[src/rtl/fifo_rd_arbiter_2to1.sv]
// fifo_rd_arbiter_2to1: read-side scheduler for two FIFOs sharing one 2:1 mux.
// It arbitrates round-robin with a burst limit, or serves a single port
// selected by mode. It issues the pop strobes combinationally and captures the
// selected word into a registered ready/valid output stage.
module fifo_rd_arbiter_2to1 #(
  parameter int bw    = 8,
  parameter int BURST = 4
) (
  input  logic          clk,
  input  logic          reset,
  input  logic          empty0,
  input  logic          empty1,
  input  logic [bw-1:0] in0,
  input  logic [bw-1:0] in1,
  input  logic [1:0]    mode,
  input  logic          out_ready,
  output logic          rd0,
  output logic          rd1,
  output logic          sel,
  output logic [bw-1:0] out,
  output logic          out_valid
);

  localparam int CW = (BURST > 1) ? $clog2(BURST) : 1;
  localparam logic [CW-1:0] CNT_LAST = CW'(BURST - 1);

  typedef enum logic [1:0] {
    IDLE   = 2'd0,
    GRANT0 = 2'd1,
    GRANT1 = 2'd2
  } state_t;

  state_t        r_state;
  state_t        w_state_nxt;
  state_t        w_oth_state;
  logic [CW-1:0] r_cnt;
  logic [CW-1:0] w_cnt_nxt;
  logic          r_last;
  logic          w_last_nxt;
  logic [bw-1:0] r_out;
  logic          r_out_valid;

  logic w_req0;
  logic w_req1;
  logic w_freeze;
  logic w_can_pop;
  logic w_pop;
  logic w_req_cur;
  logic w_req_oth;
  logic w_oth_port;

  assign out       = r_out;
  assign out_valid = r_out_valid;

  // Qualify requests by mode and derive the pop strobes and mux select
  always_comb begin
    w_freeze  = (mode == 2'b11);
    w_req0    = !empty0 && ((mode == 2'b00) || (mode == 2'b01));
    w_req1    = !empty1 && ((mode == 2'b00) || (mode == 2'b10));
    w_can_pop = !r_out_valid || out_ready;
    sel       = (r_state == GRANT1);
    rd0       = (r_state == GRANT0) && w_req0 && w_can_pop;
    rd1       = (r_state == GRANT1) && w_req1 && w_can_pop;
    w_pop     = rd0 || rd1;
  end

  // Next-state logic: arbitration from IDLE, burst counting and direct switching between grants
  always_comb begin
    w_state_nxt = r_state;
    w_cnt_nxt   = r_cnt;
    w_last_nxt  = r_last;
    w_req_cur   = sel ? w_req1 : w_req0;
    w_req_oth   = sel ? w_req0 : w_req1;
    w_oth_port  = !sel;
    w_oth_state = sel ? GRANT0 : GRANT1;
    // Freeze holds the whole arbiter context so a later resume continues the burst
    if (!w_freeze) begin
      if (r_state == IDLE) begin
        // A tie goes to the port that was not granted last
        if (w_req0 && (!w_req1 || r_last)) begin
          w_state_nxt = GRANT0;
          w_cnt_nxt   = '0;
          w_last_nxt  = 1'b0;
        end else if (w_req1) begin
          w_state_nxt = GRANT1;
          w_cnt_nxt   = '0;
          w_last_nxt  = 1'b1;
        end
      end else if (!w_req_cur) begin
        // Current port dried up or was masked: hand over directly, no bubble
        w_cnt_nxt = '0;
        if (w_req_oth) begin
          w_state_nxt = w_oth_state;
          w_last_nxt  = w_oth_port;
        end else begin
          w_state_nxt = IDLE;
        end
      end else if (w_pop) begin
        if (r_cnt == CNT_LAST) begin
          w_cnt_nxt = '0;
          if (w_req_oth) begin
            w_state_nxt = w_oth_state;
            w_last_nxt  = w_oth_port;
          end
        end else begin
          w_cnt_nxt = r_cnt + CW'(1);
        end
      end
    end
  end

  // Arbiter state register
  always_ff @(posedge clk or posedge reset) begin
    if (reset) begin
      r_state <= IDLE;
      r_cnt   <= '0;
      r_last  <= 1'b1;
    end else begin
      r_state <= w_state_nxt;
      r_cnt   <= w_cnt_nxt;
      r_last  <= w_last_nxt;
    end
  end

  // Output stage: capture the popped word, otherwise drain on out_ready
  always_ff @(posedge clk or posedge reset) begin
    if (reset) begin
      r_out       <= '0;
      r_out_valid <= 1'b0;
    end else if (w_pop) begin
      r_out       <= sel ? in1 : in0;
      r_out_valid <= 1'b1;
    end else if (out_ready) begin
      r_out_valid <= 1'b0;
    end
  end

endmodule
[config.mk]
export PLATFORM = sky130hd
export DESIGN_NAME = fifo_rd_arbiter_2to1
export DESIGN_NICKNAME = d
export VERILOG_FILES = /design/src/rtl/fifo_rd_arbiter_2to1.sv
export SDC_FILE = /design/constraint.sdc
export NUM_CORES = 1
export LEC_CHECK = 0
export BUFFER_PORTS_ARGS = -buffer_cell sky130_fd_sc_hd__buf_2
export CORE_UTILIZATION = 30
export CTS_BUF_LIST = sky130_fd_sc_hd__clkbuf_2 sky130_fd_sc_hd__clkbuf_4 sky130_fd_sc_hd__clkbuf_8
export DETAILED_ROUTE_END_ITERATION = 16
export PLACE_DENSITY = 0.59
export SLEW_MARGIN = 20
export SYNTH_ARGS = -nofsm -noshare
export SYNTH_HDL_FRONTEND = slang
export SYNTH_SLANG_ARGS = --single-unit
[constraint.sdc]
create_clock -name clk -period 3.05 [get_ports clk]
set_clock_uncertainty 0.15 [all_clocks]
set_input_delay 0.305 -clock clk [delete_from_list [all_inputs] [get_ports clk]]
set_output_delay 0.305 -clock clk [all_outputs]
set_load 0.01 [all_outputs]
**Word-level counts from Yosys, hierarchy flattened**

Index checks and enable logic that the tools add are counted.

- Output and inout bits: 12
- Input bits: 23
- Register bits: 14

- Bitwise operators: 1
- Reduce and logical (&&, ||, !) cells: 23
- Eq/ne operators: 10
- Muxes and demuxes: 27
- $add $sub $neg: 1

Operator list:

| kind | number |
|---|---|
| $mux 2 | 15 |
| $mux 1 | 11 |
| $eq 2x2->1 const B | 4 |
| $mux 8 | 1 |
| $logic_and 1x1->1 | 7 |
| $ne 3x1->1 const B | 2 |
| $ne 3x2->1 const B | 2 |
| $logic_not 1->1 | 5 |
| $logic_or 1x1->1 | 5 |
| $reduce_and 5->1 | 1 |
| $eq 2x1->1 const B | 2 |
| $logic_not 2->1 | 2 |
| $reduce_and 4->1 | 1 |
| $reduce_and 3->1 | 1 |
| $add 2x1->2 const B | 1 |
| $reduce_bool 2->1 | 1 |
| $not 1->1 | 1 |

**Depth between registers and ports, before layout**

- Depth after elaboration: 9
- Mapped depth: 6

**Worst setup path before layout**

Ideal clock, no wire load.

- Path kind: register -> register
- Start: reg r_state[0]
- End: reg r_state[0]
- Setup slack: 1.275 ns
- Stages on the path, launching flop included: 6
- Arrival time: 1.504 ns
- Required time: 2.779 ns
- Buffers on the path: 0
- Cells stage by stage: dfrtp_1 -> or3b_1 -> o41ai_1 -> a21o_1 -> or3_1 -> a22o_1

- Longest elaborated chain between the ends: 7
- Elaborated cells on any way between the ends: 22
- Classes of those cells: 6 x eq/ne; 9 x mux; 7 x reduce/logical

RTL lines:

| item | RTL line | source |
|---|---|---|
| from (decl) | 33 | `state_t r_state;` |
| from (signal assigned) | 119 | `r_state <= w_state_nxt;` |
| $eq 2x2->1 | 61, 63 |  |
| $mux 2 | 75 | `w_oth_state = sel ? GRANT0 : GRANT1;` |
| $mux 2 | 101 | `if (w_req_oth) begin` |
| $mux 2 | 99 | `if (r_cnt == CNT_LAST) begin` |
| $mux 2 | 98 | `end else if (w_pop) begin` |
| $mux 2 | 89 | `end else if (!w_req_cur) begin` |
| $mux 2 | 78 | `if (r_state == IDLE) begin` |

Parallel ways exist; a longest one is shown, timed or not. The select of a mux whose other input is x is not followed.
A chain may end at the register's enable or synchronous reset.

**Final worst setup path**

- Start: reg r_state[0]
- End: out rd0

- Longest elaborated chain between the ends: 3

RTL lines:

| item | RTL line | source |
|---|---|---|
| $eq 2x1->1 | 62 | `rd0 = (r_state == GRANT0) && w_req0 && w_can_pop;` |
| $logic_and 1x1->1 (2 in series) | 62 |  |
| to (decl) | 17 | `output logic rd0,` |

Every way passes these cells.

==> impl_metrics.tcl <==
set metrics [dict create \
    status "completed" \
    leakagePower_nw 0.522 \
    slew_headroom_pct 64.0 \
    setup_ws_ns 1.01 \
    nets 139 \
    n_fill_cell 243 \
    cp_cell_sequence "or3b_1, nor3_1, buf_2" \
    setup-violations-final 0 \
    clk_latency_ns 0.27 \
    critPathBufInv 1 \
    cap_violations 0 \
    startpoint "r_state[0]" \
    grt_pass1_vias 694 \
    peakVddDrop_mv 0.345 \
    drtIter0Drc 14 \
    drive_gt1_share_pct 36.8 \
    hold_class "in2reg" \
    min-delay-start "in0[7]" \
    design_area_um2 996 \
    syn_area_um2 753 \
    die_h_um 52.1 \
    grtUsageTotal_pct 14.2 \
    power.switching_uw 316 \
    multi_input_area_um2 382 \
    ys_seq_area_share_pct 46.7 \
    placed_cell_area_um2 950 \
    dieWidth_um 52.1 \
    post-place-ws_ns 1.08 \
    final_cells 142 \
    r2r_setup_slack_ns 1.08 \
    sw_frac_of_total_pct 37.6 \
    post-synth-top-count-cell "dfrtp_1" \
    grt_pass1_wl_um 2780 \
    coreArea_mm2 0.00230 \
    die_area_mm2 0.00271 \
    synth_edf_count 0 \
    required_ns 2.59 \
    crit_family "simple AND/OR/NAND/NOR gates" \
    final-seq-area_um2 352 \
    ios 35 \
    portBuffers 34 \
    yosys.area.top_type "dfrtp_1" \
    synth_cell_types 27 \
    crit_arrival_ns 1.59 \
    p_per_area_mw_per_mm2 843 \
    whs_ns 0.144 \
    max_stage_delay_ns 0.47 \
    period_share_pct 67.0 \
    rsz0062_at_grt "false" \
    htreeDepth 1 \
    syn_inst 76 \
    dpl.hpwl_um 1290 \
    row_count 17 \
    grt_max_degree 19 \
    dp_cells 137 \
    pwr-share-seq_pct 38.9 \
    cts_inserted_buffers 3 \
    fin_tns_setup_ns 0 \
    gp_congestion 0.725 \
    finalPower_uw 840 \
    cts_tree "built" \
    synth_nets 100 \
    wl_per_cell_um 11.8 \
    synth-seq-cells 14 \
    root_buffer "clkbuf_4" \
    drv_slew 0 \
    synth.area.top_cells "dfrtp_1 (43%), mux2i_1 (11%), o21ai_1 (5.3%), nand2_1 (5.0%), dfstp_2 (3.5%)" \
    antenna_left 0 \
    path_clk_slew_ns 0.09 \
    period_minus_slack_ns 2.04 \
    p_comb_share_pct 45.4 \
    cts_resized 0 \
    tightestPinTransition_ns 0.540 \
    hold_viol 0 \
    internal_power_uw 524 \
    cts_sinks 14 \
    antenna_found_initial 0 \
    initial_utilization_pct 32.8 \
    cp_slowest_cell "dfrtp_1" \
    yosys_warnings 0 \
    postCtsSetupBuffers 0 \
    async_flop_share_pct 100 \
    fin_util_pct 43.4 \
    path_class "reg2out" \
    synth_commonest_cells "dfrtp_1 (13), nand2_1 (10), mux2i_1 (8), o21ai_1 (8), nor2_1 (5)" \
    vias 700 \
    syn_to_final_growth_pct 32.2 \
    drt-pass1-iter-count 4 \
    r2r-start "r_state[0]" \
    drc 0 \
    routed_via_density 4.93 \
    start_kind "flop" \
    drt-total-wl_um 1680 \
    cts_buffer_depth 2 \
    cp_max_fo 8 \
    max_freq_mhz 489 \
    netlist.area_leader.share_pct 43.2 \
    grt-ovfl-total 0 \
    antenna_cells 0 \
    endpoint_kind "output port" \
    postSynthAreaPerCell_um2 9.91 \
    clock_power_share_pct 15.7 \
    synthFlopType "dfrtp_1" \
]
==> final timing paths <==
check                           end  cells after the start
setup / recovery                rd0                      3
hold / removal               out[7]                      3
setup reg to reg           r_cnt[0]                      4
hold reg to reg              out[1]                      2
max in group asynchronous    r_last                      3
min in group asynchronous    out[7]                      3
==> flip-flops by register name (all words and copies together), names as in the netlist <==
| signal | flops |
|---|---|
| out | 8 |
| out_valid | 1 |
| r_cnt | 2 |
| r_last | 1 |
| r_state | 2 |
==> worst min-delay path, delay by kind of cell <==
kind            cells  cell delay, ns
mux                 1            0.05
buf+inv             1            0.07
compound gates      1            0.10
==> timing repair <==
action	in CTS	in global routing
hold buffers	1	0
hold endpoints to repair	13	0
endpoints found under the setup margin	0	0
==> power by group through the flow <==
stage               logic, mW  clock network, mW  registers [mW]
global route            0.430              0.146           0.339
finish                  0.381              0.132           0.327
global placement        0.379                  0           0.331
CTS                     0.388              0.139           0.327
floorplan               0.244                  0           0.347
detailed placement      0.388                  0           0.328
==> layout make-up <==
class                           instances  share of cell area (%)
Clock buffer                            4                    3.64
Inverter                                1                   0.377
Sequential cell                        14                    35.3
Timing Repair Buffer                   36                    18.8
Multi-Input combinational cell         59                    38.3
Tap cell                               28                    3.52
==> kinds of logic after synthesis <==
group	Yosys count	share of synthesized area (%)
AND/OR/NAND/NOR	26	17.1
buffers and inverters	3	2.66
flip-flops	14	46.7
AO/OA/AOI/OAI	24	21.3
multiplexers	8	10.6
adder cells (fa/ha/maj)	1	1.66
==> cells in the final DEF (no fill, tap or decap), types with 2 or more instances in the layout <==
master	count
clkbuf_4	3
nor2_1	5
a21oi_1	3
nor3_1	2
or3_1	2
o31ai_1	3
a21o_1	2
nand2_1	10
dfrtp_1	13
nand2b_1	2
mux2i_1	8
nor2b_1	2
buf_2	34
a22o_1	2
o21ai_1	8
==> layer usage <==
metal,vias up,track usage [%],routed length [um]
li1,357,-,-
met1,312,16.0,749
met2,29,24.6,808
met3,2,3.51,106
met4,0,6.76,11
met5,-,0,0
No activity file was read; power rests on OpenSTA's default activity.
